$ cat src/rtl/minbd_inject.sv
// MinBD local injection unit: queues core flits in a small FIFO and drops the
// head into the first empty slot of the two registered router lanes.
module minbd_inject #(
    parameter int unsigned DEPTH        = 4,
    parameter int unsigned STARVE_LIMIT = 15
) (
    input  logic                       clk,
    input  logic                       rst_n,
    input  logic                       inj_valid,
    input  logic [8:0]                 inj_flit,
    output logic                       inj_ready,
    input  logic [10:0]                lane1_in,
    input  logic [10:0]                lane2_in,
    output logic [10:0]                lane1_out,
    output logic [10:0]                lane2_out,
    output logic                       inj_fire,
    output logic [$clog2(DEPTH):0]     fifo_count,
    output logic                       starve
);

    localparam int unsigned AW = $clog2(DEPTH);
    localparam int unsigned CW = $clog2(DEPTH) + 1;
    localparam int unsigned SW = 8;

    logic [8:0]    mem_q [DEPTH];
    logic [AW-1:0] wr_ptr_q, wr_ptr_d;
    logic [AW-1:0] rd_ptr_q, rd_ptr_d;
    logic [CW-1:0] count_q, count_d;
    logic [SW-1:0] starve_cnt_q, starve_cnt_d;
    logic          starve_q, starve_d;
    logic [10:0]   lane1_q, lane1_d;
    logic [10:0]   lane2_q, lane2_d;
    logic          fire_q, fire_d;

    logic          push;
    logic          pop;
    logic          non_empty;
    logic [8:0]    head;

    assign inj_ready  = (count_q < CW'(DEPTH));
    assign push       = inj_valid && inj_ready;
    assign non_empty  = (count_q != '0);
    assign head       = mem_q[rd_ptr_q];

    assign lane1_out  = lane1_q;
    assign lane2_out  = lane2_q;
    assign inj_fire   = fire_q;
    assign fifo_count = count_q;
    assign starve     = starve_q;

    // Slot selection, FIFO bookkeeping and starvation tracking
    always_comb begin
        lane1_d      = lane1_in;
        lane2_d      = lane2_in;
        fire_d       = 1'b0;
        pop          = 1'b0;
        wr_ptr_d     = wr_ptr_q;
        rd_ptr_d     = rd_ptr_q;
        count_d      = count_q;
        starve_cnt_d = starve_cnt_q;

        if (non_empty && (lane1_in[10:9] == 2'b00)) begin
            lane1_d = {2'b01, head};
            fire_d  = 1'b1;
            pop     = 1'b1;
        end else if (non_empty && (lane2_in[10:9] == 2'b00)) begin
            lane2_d = {2'b01, head};
            fire_d  = 1'b1;
            pop     = 1'b1;
        end

        if (push) wr_ptr_d = wr_ptr_q + AW'(1);
        if (pop)  rd_ptr_d = rd_ptr_q + AW'(1);

        case ({push, pop})
            2'b10:   count_d = count_q + CW'(1);
            2'b01:   count_d = count_q - CW'(1);
            default: count_d = count_q;
        endcase

        if (fire_d || !non_empty) begin
            starve_cnt_d = '0;
        end else if (starve_cnt_q != SW'(STARVE_LIMIT)) begin
            starve_cnt_d = starve_cnt_q + SW'(1);
        end
        starve_d = (starve_cnt_d == SW'(STARVE_LIMIT));
    end

    always_ff @(posedge clk or negedge rst_n) begin
        if (!rst_n) begin
            wr_ptr_q     <= '0;
            rd_ptr_q     <= '0;
            count_q      <= '0;
            starve_cnt_q <= '0;
            starve_q     <= 1'b0;
            lane1_q      <= '0;
            lane2_q      <= '0;
            fire_q       <= 1'b0;
        end else begin
            wr_ptr_q     <= wr_ptr_d;
            rd_ptr_q     <= rd_ptr_d;
            count_q      <= count_d;
            starve_cnt_q <= starve_cnt_d;
            starve_q     <= starve_d;
            lane1_q      <= lane1_d;
            lane2_q      <= lane2_d;
            fire_q       <= fire_d;
        end
    end

    // Storage needs no reset: pointers and count define which entries are live
    always_ff @(posedge clk) begin
        if (push) mem_q[wr_ptr_q] <= inj_flit;
    end

endmodule

$ cat config.mk
export PLATFORM = sky130hd
export DESIGN_NAME = minbd_inject
export DESIGN_NICKNAME = d
export VERILOG_FILES = /design/src/rtl/minbd_inject.sv
export SDC_FILE = /design/constraint.sdc
export NUM_CORES = 1
export LEC_CHECK = 0
export ABC_AREA = 1
export CAP_MARGIN = 30
export CORE_ASPECT_RATIO = 1.75
export CORE_MARGIN = 3
export CORE_UTILIZATION = 50
export CTS_BUF_LIST = sky130_fd_sc_hd__clkbuf_8
export DETAILED_ROUTE_END_ITERATION = 16
export PLACE_DENSITY = 0.76
export SLEW_MARGIN = 20
export SYNTH_ARGS = -nofsm -noshare
export SYNTH_HDL_FRONTEND = slang
export SYNTH_SLANG_ARGS = --single-unit
$ cat constraint.sdc
create_clock -name clk -period 4.6 [get_ports clk]
set_clock_uncertainty 0.15 [all_clocks]
set_input_delay 0.46 -clock clk [delete_from_list [all_inputs] [get_ports clk]]
set_output_delay 0.46 -clock clk [all_outputs]
set_load 0.01 [all_outputs]
==> results of run 1 <==
==> final timing paths <==
| kind | from | slack (ns) | cells after the start | endpoint |
|---|---|---|---|---|
| max reg2reg | fifo_count[0] | 2.24 | 10 | fifo_count[2] |
| max in group asynchronous | rst_n | 3.70 | 1 | lane2_out[7] |
| max | lane1_in[9] | 2.01 | 12 | fifo_count[2] |
| min in group clk | fifo_count[1] | 0.36 | 2 | fifo_count[1] |
| min reg2reg | fifo_count[1] | 0.36 | 2 | fifo_count[1] |
| min | rst_n | 0.07 | 1 | wr_ptr_q[0] |
==> cell families after synthesis <==
group / Yosys count / share of synthesized area (%)
simple gates: 109 / 14.5
flops: 75 / 65.2
compound gates: 55 / 9.72
buf+inv: 46 / 5.87
fa+ha+maj: 7 / 3.01
xor+xnor: 6 / 1.67
==> sequential cells by signal (all words and copies together) (netlist names) <==
signal / flops
mem_q: 36
lane1_out: 11
lane2_out: 11
starve_cnt_q: 8
fifo_count: 3
rd_ptr_q: 2
wr_ptr_q: 2
inj_fire: 1
starve: 1
==> layout make-up <==
class,count,share of cell area (%)
repair buffers,62,15.3
flip-flops and latches,75,51.2
well taps,78,2.43
multi-input cells,177,22.7
inverters,37,3.46
clock buffers,9,3.08
clock inverters,7,1.90
==> synthesized netlist by cell type (all sizes together), types with 2 or more instances <==
cell type | count | share of area (%)
buf | 5 | 0.99
o21ai | 36 | 5.8
ha | 6 | 2.4
clkbuf | 4 | 0.48
dfrtp | 39 | 31
o22ai | 9 | 1.8
inv | 36 | 4.3
edfxtp | 36 | 34
xor2 | 5 | 1.4
a21oi | 8 | 1.6
nand3 | 8 | 2.0
o21bai | 2 | 0.48
nand2 | 66 | 7.9
nor2 | 34 | 4.4
==> routing by layer <==
layer  wire length [µm]  up-vias  share of wire, %  track usage, %
li1                   -     1100                 -               -
met1               2320      997                39            21.2
met2               3250       53                54            30.9
met3                269       15               4.5            3.35
met4                159        0               2.6            11.0
met5                  0        -                 0               0
==> critical path, stage by stage <==
cell	delay (ns)
clkdlybuf4s50_1	0.40
inv_1	0.13
nand2_1	0.10
a21oi_1	0.16
inv_1	0.20
nand2_1	0.20
ha_1	0.16
inv_1	0.06
fa_1	0.38
a21oi_1	0.15
o21ai_0	0.11
xor2_1	0.15
==> per-stage QoR <==
stage               power, W  setup WS, ns  hold slack [ns]
finish               0.00202          2.01           0.0694
global route         0.00217          1.92            0.120
CTS                  0.00205          2.02           0.0926
detailed placement   0.00155          1.66            0.348
global placement     0.00153          1.71            0.336
floorplan            0.00128          2.42           0.0144
==> power groups by stage <==
stage               registers (W)  logic, W  clock network [W]
floorplan                0.000916  0.000368                  0
global placement         0.000929  0.000601                  0
detailed placement       0.000935  0.000612                  0
CTS                      0.000920  0.000616           0.000510
global route             0.000935  0.000692           0.000547
finish                   0.000917  0.000604           0.000498
==> flow_summary.toml, run 1 <==
[drt]
drtAntennaViolNets = 0
vias = 2165
first_pass_iters = 4
wl_um = 6000
post_drt_wl_per_cell_um = 13.5
drt_iter0_drc = 107
remaining_drc_errors = 0
routed_via_density = 4.87

[placement]
place_area_mm2 = 0.00382
numPlacedInstances = 429
port_buffers = 61
dp_hpwl_um = 4440
place.gp.congestion = 0.833

[timing]
tightest_slew_ns = 0.862
setup_viol = 0
hold_viol = 0
tns_ns = 0
finalMaxSlewViolations = 0
post-route-period-util_pct = 56.2
grt_setup_unrepaired = "false"
relSlewSlack_pct = 42.3
max_freq_mhz = 387
fin_crit_ns = 2.59

[hold_path]
hold_path.class = "in -> async"

[global_route]
grt-ovfl-total = 0
grt_max_degree = 40
grt_usage_pct = 18.4
grt_pass1_wl_um = 10100
grt_pass1_vias = 2141
antenna_found_initial = 0

[clock_tree]
ctsRootBufferMaster = "clkbuf_8"
cts_num_sinks = 75
clk-insertion-delay-late_ns = 0.34
cts_resized = 0
tritoncts = "done"
htreeDepth = 3
post_cts_buffers = 0
cts_hold_repair.buffers = 0
clock_path_buffers = 2
numCtsBuffers = 9
path_clk_slew_ns = 0.08

[power]
p_comb_share_pct = 29.9
switching_share_pct = 33.3
clkPwrFrac_pct = 24.7
power.switching_w = 0.000672
p_per_area_mw_per_mm2 = 502
intPower_w = 0.00135
irDropWorstVdd_mv = 0.287
p_leak_nw = 1.72
p_seq_share_pct = 45.4

[finish]
post-route-cell-area_mm2 = 0.00402
fin_util_pct = 66.8
layout_common_cells = "nand2_1, clkdlybuf4s50_1, dfrtp_1, edfxtp_1, inv_1"
final_cells = 445
multi_input_area_um2 = 912
drive_gt1_share_pct = 7.08
syn2layout_area_growth_pct = 27.4
final_common_cell = "nand2_1"
seqCellArea_mm2 = 0.00206
fillers = 450
diodes = 0
final_nets = 403

[critical_path]
crit_arrival_ns = 2.66
cp_max_fo = 11
cp-end-kind = "flop"
required_ns = 4.67
cp-start-kind = "input port"
path_class = "in -> reg"

[run_status]
outcome = "completed"

[yosys]
ys_seq_area_share_pct = 65.2
synth_cell_types = 28
ys_ff_latch = 75
ys_warn_count = 0
netlist_instances = 298
synth_ff_type = "dfrtp_1"
synth_edf_count = 36
syn_area_mm2 = 0.00315
synthArstFlopShare_pct = 52.0
synth_nets = 339
syn_area_per_cell_um2 = 10.6

[floorplan]
core_region_area_mm2 = 0.00602
die_w_um = 66.0
pin_count = 62
die_area_mm2 = 0.00734
start_util_pct = 52.4
rows = 37
fp.dieH_um = 111

[flow_run]
maxCapViolations = 0
Power figures use the tool's default switching activity.
==> inputs of run 2 (changes only) <==
--- a/config.mk
+++ b/config.mk
@@ -9,7 +9,7 @@
 export CAP_MARGIN = 30
 export CORE_ASPECT_RATIO = 1.75
 export CORE_MARGIN = 3
-export CORE_UTILIZATION = 50
+export CORE_UTILIZATION = 48
 export CTS_BUF_LIST = sky130_fd_sc_hd__clkbuf_8
 export DETAILED_ROUTE_END_ITERATION = 16
 export PLACE_DENSITY = 0.76
==> constraint.sdc (replaced) <==
create_clock -name clk -period 2.3 [get_ports clk]
set_clock_uncertainty 0.15 [all_clocks]
set_input_delay 0.23 -clock clk [delete_from_list [all_inputs] [get_ports clk]]
set_output_delay 0.23 -clock clk [all_outputs]
set_load 0.01 [all_outputs]
==> flow_summary.toml, run 2 (synthesis gave the netlist of run 1 again) <==
[run_status]
outcome = "completed"

[drt]
vias = 2280
drt_iter0_drc = 139
post_drt_wl_per_cell_um = 13.8
routed_via_density = 4.95
drtAntennaViolNets = 0
first_pass_iters = 4
wl_um = 6380
remaining_drc_errors = 0

[critical_path]
regToRegStartpoint = "fifo_count[0]"
cp_max_fo = 4
required_ns = 2.38
r2r_end = "fifo_count[2]"
path_class = "reg -> reg"
ff2ff_path_depth = 10
cp-end-kind = "flop"
crit_arrival_ns = 2.20
cp-start-kind = "flop"
r2r_slack_ns = 0.17

[floorplan]
core_region_area_mm2 = 0.00628
rows = 38
start_util_pct = 50.3
die_area_mm2 = 0.00762
pin_count = 62
fp.dieH_um = 113
die_w_um = 67.3

[power]
p_per_area_mw_per_mm2 = 1010
p_leak_nw = 1.80
irDropWorstVdd_mv = 0.570

[placement]
place.gp.congestion = 0.924
numPlacedInstances = 444
port_buffers = 61
post-place-ws_ns = -0.151
dp_hpwl_um = 4730

[finish]
diodes = 0
largest_reg_flops = 36
layout_common_cells = "nand2_1, clkdlybuf4s50_1, dfrtp_1, inv_1, edfxtp_1"
fin_util_pct = 65.9
regMostFlops = "mem_q"
drive_gt1_share_pct = 9.97
final_cells = 461
syn2layout_area_growth_pct = 31.2
final_nets = 417
final_common_cell = "nand2_1"

[global_route]
antenna_found_initial = 0
grt-ovfl-total = 0
grt_max_degree = 40
grt_pass1_vias = 2383
grt_pass1_wl_um = 10500
grt_usage_pct = 18.7

[clock_tree]
ctsRootBufferMaster = "clkbuf_8"
clk-insertion-delay-late_ns = 0.35
cts_num_sinks = 75
numCtsBuffers = 9
tritoncts = "done"
cts_resized = 0
cts_hold_repair.buffers = 1
post_cts_buffers = 0
path_clk_slew_ns = 0.07
htreeDepth = 3
clock_path_buffers = 2

[timing]
setup_viol = 0
post-route-period-util_pct = 92.5
max_freq_mhz = 470
layout_setup_ws_ns = 0.172
relSlewSlack_pct = 43.9
tns_ns = 0
finalMaxSlewViolations = 0
fin_crit_ns = 2.13
hold_viol = 0
whs_ns = 0.199
grt_setup_unrepaired = "false"
tightest_slew_ns = 0.841

[hold_path]
hold_end = "lane2_out[10]"
hold_path.class = "in -> reg"
holdCritStartpoint = "lane2_in[10]"
worstHoldPathCells = 1

[flow_run]
maxCapViolations = 0
## run 2: worst max-delay path, cell delays in order, from the launching register on
cell     delay, ns
dfrtp_1       0.41
nor2_1        0.09
a21oi_1       0.16
inv_1         0.07
nand2_1       0.09
ha_1          0.16
inv_1         0.06
fa_1          0.38
a21oi_1       0.16
o21ai_0       0.13
xor2_1        0.16
## run 2: cell type report
type / count / area, µm²
Multi-Input combinational cell: 177 / 912
Clock inverter: 7 / 86.3
Clock buffer: 9 / 124
Sequential cell: 75 / 2060
Tap cell: 80 / 100
Timing Repair Buffer: 76 / 721
Fill cell: 511 / 2140
Inverter: 37 / 139
## run 2: how the worst max path moves through the flow
| stage | from | end | slack [ns] | cells after the start |
|---|---|---|---|---|
| floorplan | fifo_count[1] | fifo_count[2] | 0.26 | 10 |
| finish | fifo_count[0] | fifo_count[2] | 0.17 | 10 |
| global placement | lane1_in[10] | fifo_count[2] | -0.01 | 12 |
| global route | fifo_count[1] | fifo_count[2] | 0.03 | 10 |
| CTS | fifo_count[0] | fifo_count[2] | 0.17 | 10 |
| detailed placement | lane1_in[10] | fifo_count[2] | -0.15 | 12 |
## run 2: per-layer routing
| metal | share of wire (%) | track usage, % | up-vias | wire length (µm) |
|---|---|---|---|---|
| met5 | 0 | 0 | - | 0 |
| met3 | 3.7 | 4.77 | 12 | 233 |
| met2 | 57 | 34.6 | 43 | 3650 |
| met1 | 37 | 18.7 | 1100 | 2350 |
| li1 | - | - | 1125 | - |
| met4 | 2.3 | 8.27 | 0 | 144 |
## run 2: power breakdown
part | switching, W | internal (W) | leakage [nW]
logic | 0.000789 | 0.000590 | 0.884
clock network | 0.000449 | 0.000601 | 0.116
registers | 0.000104 | 0.00166 | 0.803
## run 2: stage by stage
stage	area, µm²	total power [W]
after floorplan	3150	0.00257
after global placement	3920	0.00312
after detailed placement	3920	0.00318
after CTS	4140	0.00423
after global routing	4140	0.00448
final	4140	0.00419
==> inputs of run 3 (changes only) <==
--- a/config.mk
+++ b/config.mk
@@ -13,6 +13,7 @@
 export CTS_BUF_LIST = sky130_fd_sc_hd__clkbuf_8
 export DETAILED_ROUTE_END_ITERATION = 16
 export PLACE_DENSITY = 0.76
+export SKIP_CTS_REPAIR_TIMING = 1
 export SLEW_MARGIN = 20
 export SYNTH_ARGS = -nofsm -noshare
 export SYNTH_HDL_FRONTEND = slang
==> flow_summary.toml, run 3 (synthesis gave the netlist of run 1 again) <==
[power]
power.switching_w = 0.00134
clkPwrFrac_pct = 25.0
p_total_w = 0.00419
switching_share_pct = 31.9
p_leak_nw = 1.80
p_per_area_mw_per_mm2 = 1010
intPower_w = 0.00285
p_comb_share_pct = 32.9
p_seq_share_pct = 42.1
irDropWorstVdd_mv = 0.566

[finish]
drive_gt1_share_pct = 9.97
fillers = 511
fin_util_pct = 65.9
largest_reg_flops = 36
final_cells = 461
diodes = 0
final_nets = 417
layout_common_cells = "nand2_1, clkdlybuf4s50_1, dfrtp_1, inv_1, edfxtp_1"
syn2layout_area_growth_pct = 31.2
final_common_cell = "nand2_1"
regMostFlops = "mem_q"

[placement]
port_buffers = 61
dp_hpwl_um = 4730
place.gp.congestion = 0.924
post-place-ws_ns = -0.151
numPlacedInstances = 444

[global_route]
met2_usage_pct = 34.6
grt-busiest-layer = "met2"
grt_max_degree = 40
met1_usage_pct = 18.6
grt_pass1_wl_um = 10500
grt_usage_pct = 18.6
grt-ovfl-total = 0
met3_usage_pct = 4.77
antenna_found_initial = 0
grt_pass1_vias = 2375

[clock_tree]
clock_path_buffers = 2
cts_num_sinks = 75
ctsRootBufferMaster = "clkbuf_8"
clk-insertion-delay-late_ns = 0.35
numCtsBuffers = 9
tritoncts = "done"
htreeDepth = 3
path_clk_slew_ns = 0.07

[floorplan]
pin_count = 62
die_w_um = 67.3
start_util_pct = 50.3
core_region_area_mm2 = 0.00628
die_area_mm2 = 0.00762
fp.dieH_um = 113
rows = 38

[timing]
fin_crit_ns = 2.13
setup_viol = 0
hold_viol = 0
tightest_slew_ns = 0.843
relSlewSlack_pct = 43.8
max_freq_mhz = 470
layout_setup_ws_ns = 0.172
finalMaxSlewViolations = 0
whs_ns = 0.201
grt_setup_unrepaired = "false"
post-route-period-util_pct = 92.5

[critical_path]
path_class = "reg -> reg"
cp-start-kind = "flop"
cp-end-kind = "flop"
cp_max_fo = 4
required_ns = 2.37
crit_arrival_ns = 2.20

[drt]
routed_via_density = 4.94
vias = 2279
first_pass_iters = 4
remaining_drc_errors = 0
wl_um = 6380
drtAntennaViolNets = 0
drt_iter0_drc = 126
post_drt_wl_per_cell_um = 13.8

[hold_path]
hold_path.class = "in -> reg"

[run_status]
outcome = "completed"

[flow_run]
maxCapViolations = 0
## run 3: worst max-delay path, stage by stage (launching register included)
cell,delay [ns]
dfrtp_1,0.41
nor2_1,0.09
a21oi_1,0.16
inv_1,0.07
nand2_1,0.09
ha_1,0.16
inv_1,0.06
fa_1,0.38
a21oi_1,0.16
o21ai_0,0.13
xor2_1,0.16
## run 3: per-layer routing
metal | share of wire [%] | up-vias
met3 | 3.9 | 12
met1 | 36 | 1095
met2 | 58 | 47
met5 | 0 | -
met4 | 2.3 | 0
li1 | - | 1125
## run 3: cell type report
| class | count | area, µm² | share of cell area [%] |
|---|---|---|---|
| sequential | 75 | 2060 | 49.7 |
| multi-input combinational | 177 | 912 | 22.0 |
| timing repair buffer | 76 | 721 | 17.4 |
| inverter | 37 | 139 | 3.36 |
| clock buffer | 9 | 124 | 2.99 |
| tap | 80 | 100 | 2.42 |
| clock inverter | 7 | 86.3 | 2.09 |
## run 3: worst paths after layout
| kind | from | to | slack, ns | depth (start not counted) |
|---|---|---|---|---|
| min | lane2_in[10] | lane2_out[10] | 0.20 | 1 |
| min reg2reg | fifo_count[1] | fifo_count[1] | 0.37 | 2 |
| max | fifo_count[0] | fifo_count[2] | 0.17 | 10 |
| max in group asynchronous | rst_n | lane1_out[0] | 1.08 | 2 |
| min in group asynchronous | rst_n | wr_ptr_q[0] | 0.38 | 2 |
| max reg2reg | fifo_count[0] | fifo_count[2] | 0.17 | 10 |
## run 3: power by group through the flow
| stage | combinational [W] | sequential [W] | clock [W] |
|---|---|---|---|
| final | 0.00138 | 0.00177 | 0.00105 |
| after CTS | 0.00140 | 0.00177 | 0.00107 |
| after detailed placement | 0.00138 | 0.00180 | 0 |
| after floorplan | 0.000737 | 0.00183 | 0 |
| after global placement | 0.00134 | 0.00178 | 0 |
| after global routing | 0.00155 | 0.00179 | 0.00114 |
## run 3: per-stage QoR
step	area (µm²)	TNS, ns
after CTS	4130	0
after global placement	3920	-0.0130
after floorplan	3150	0
final	4140	0
after global routing	4140	0
after detailed placement	3920	-0.151
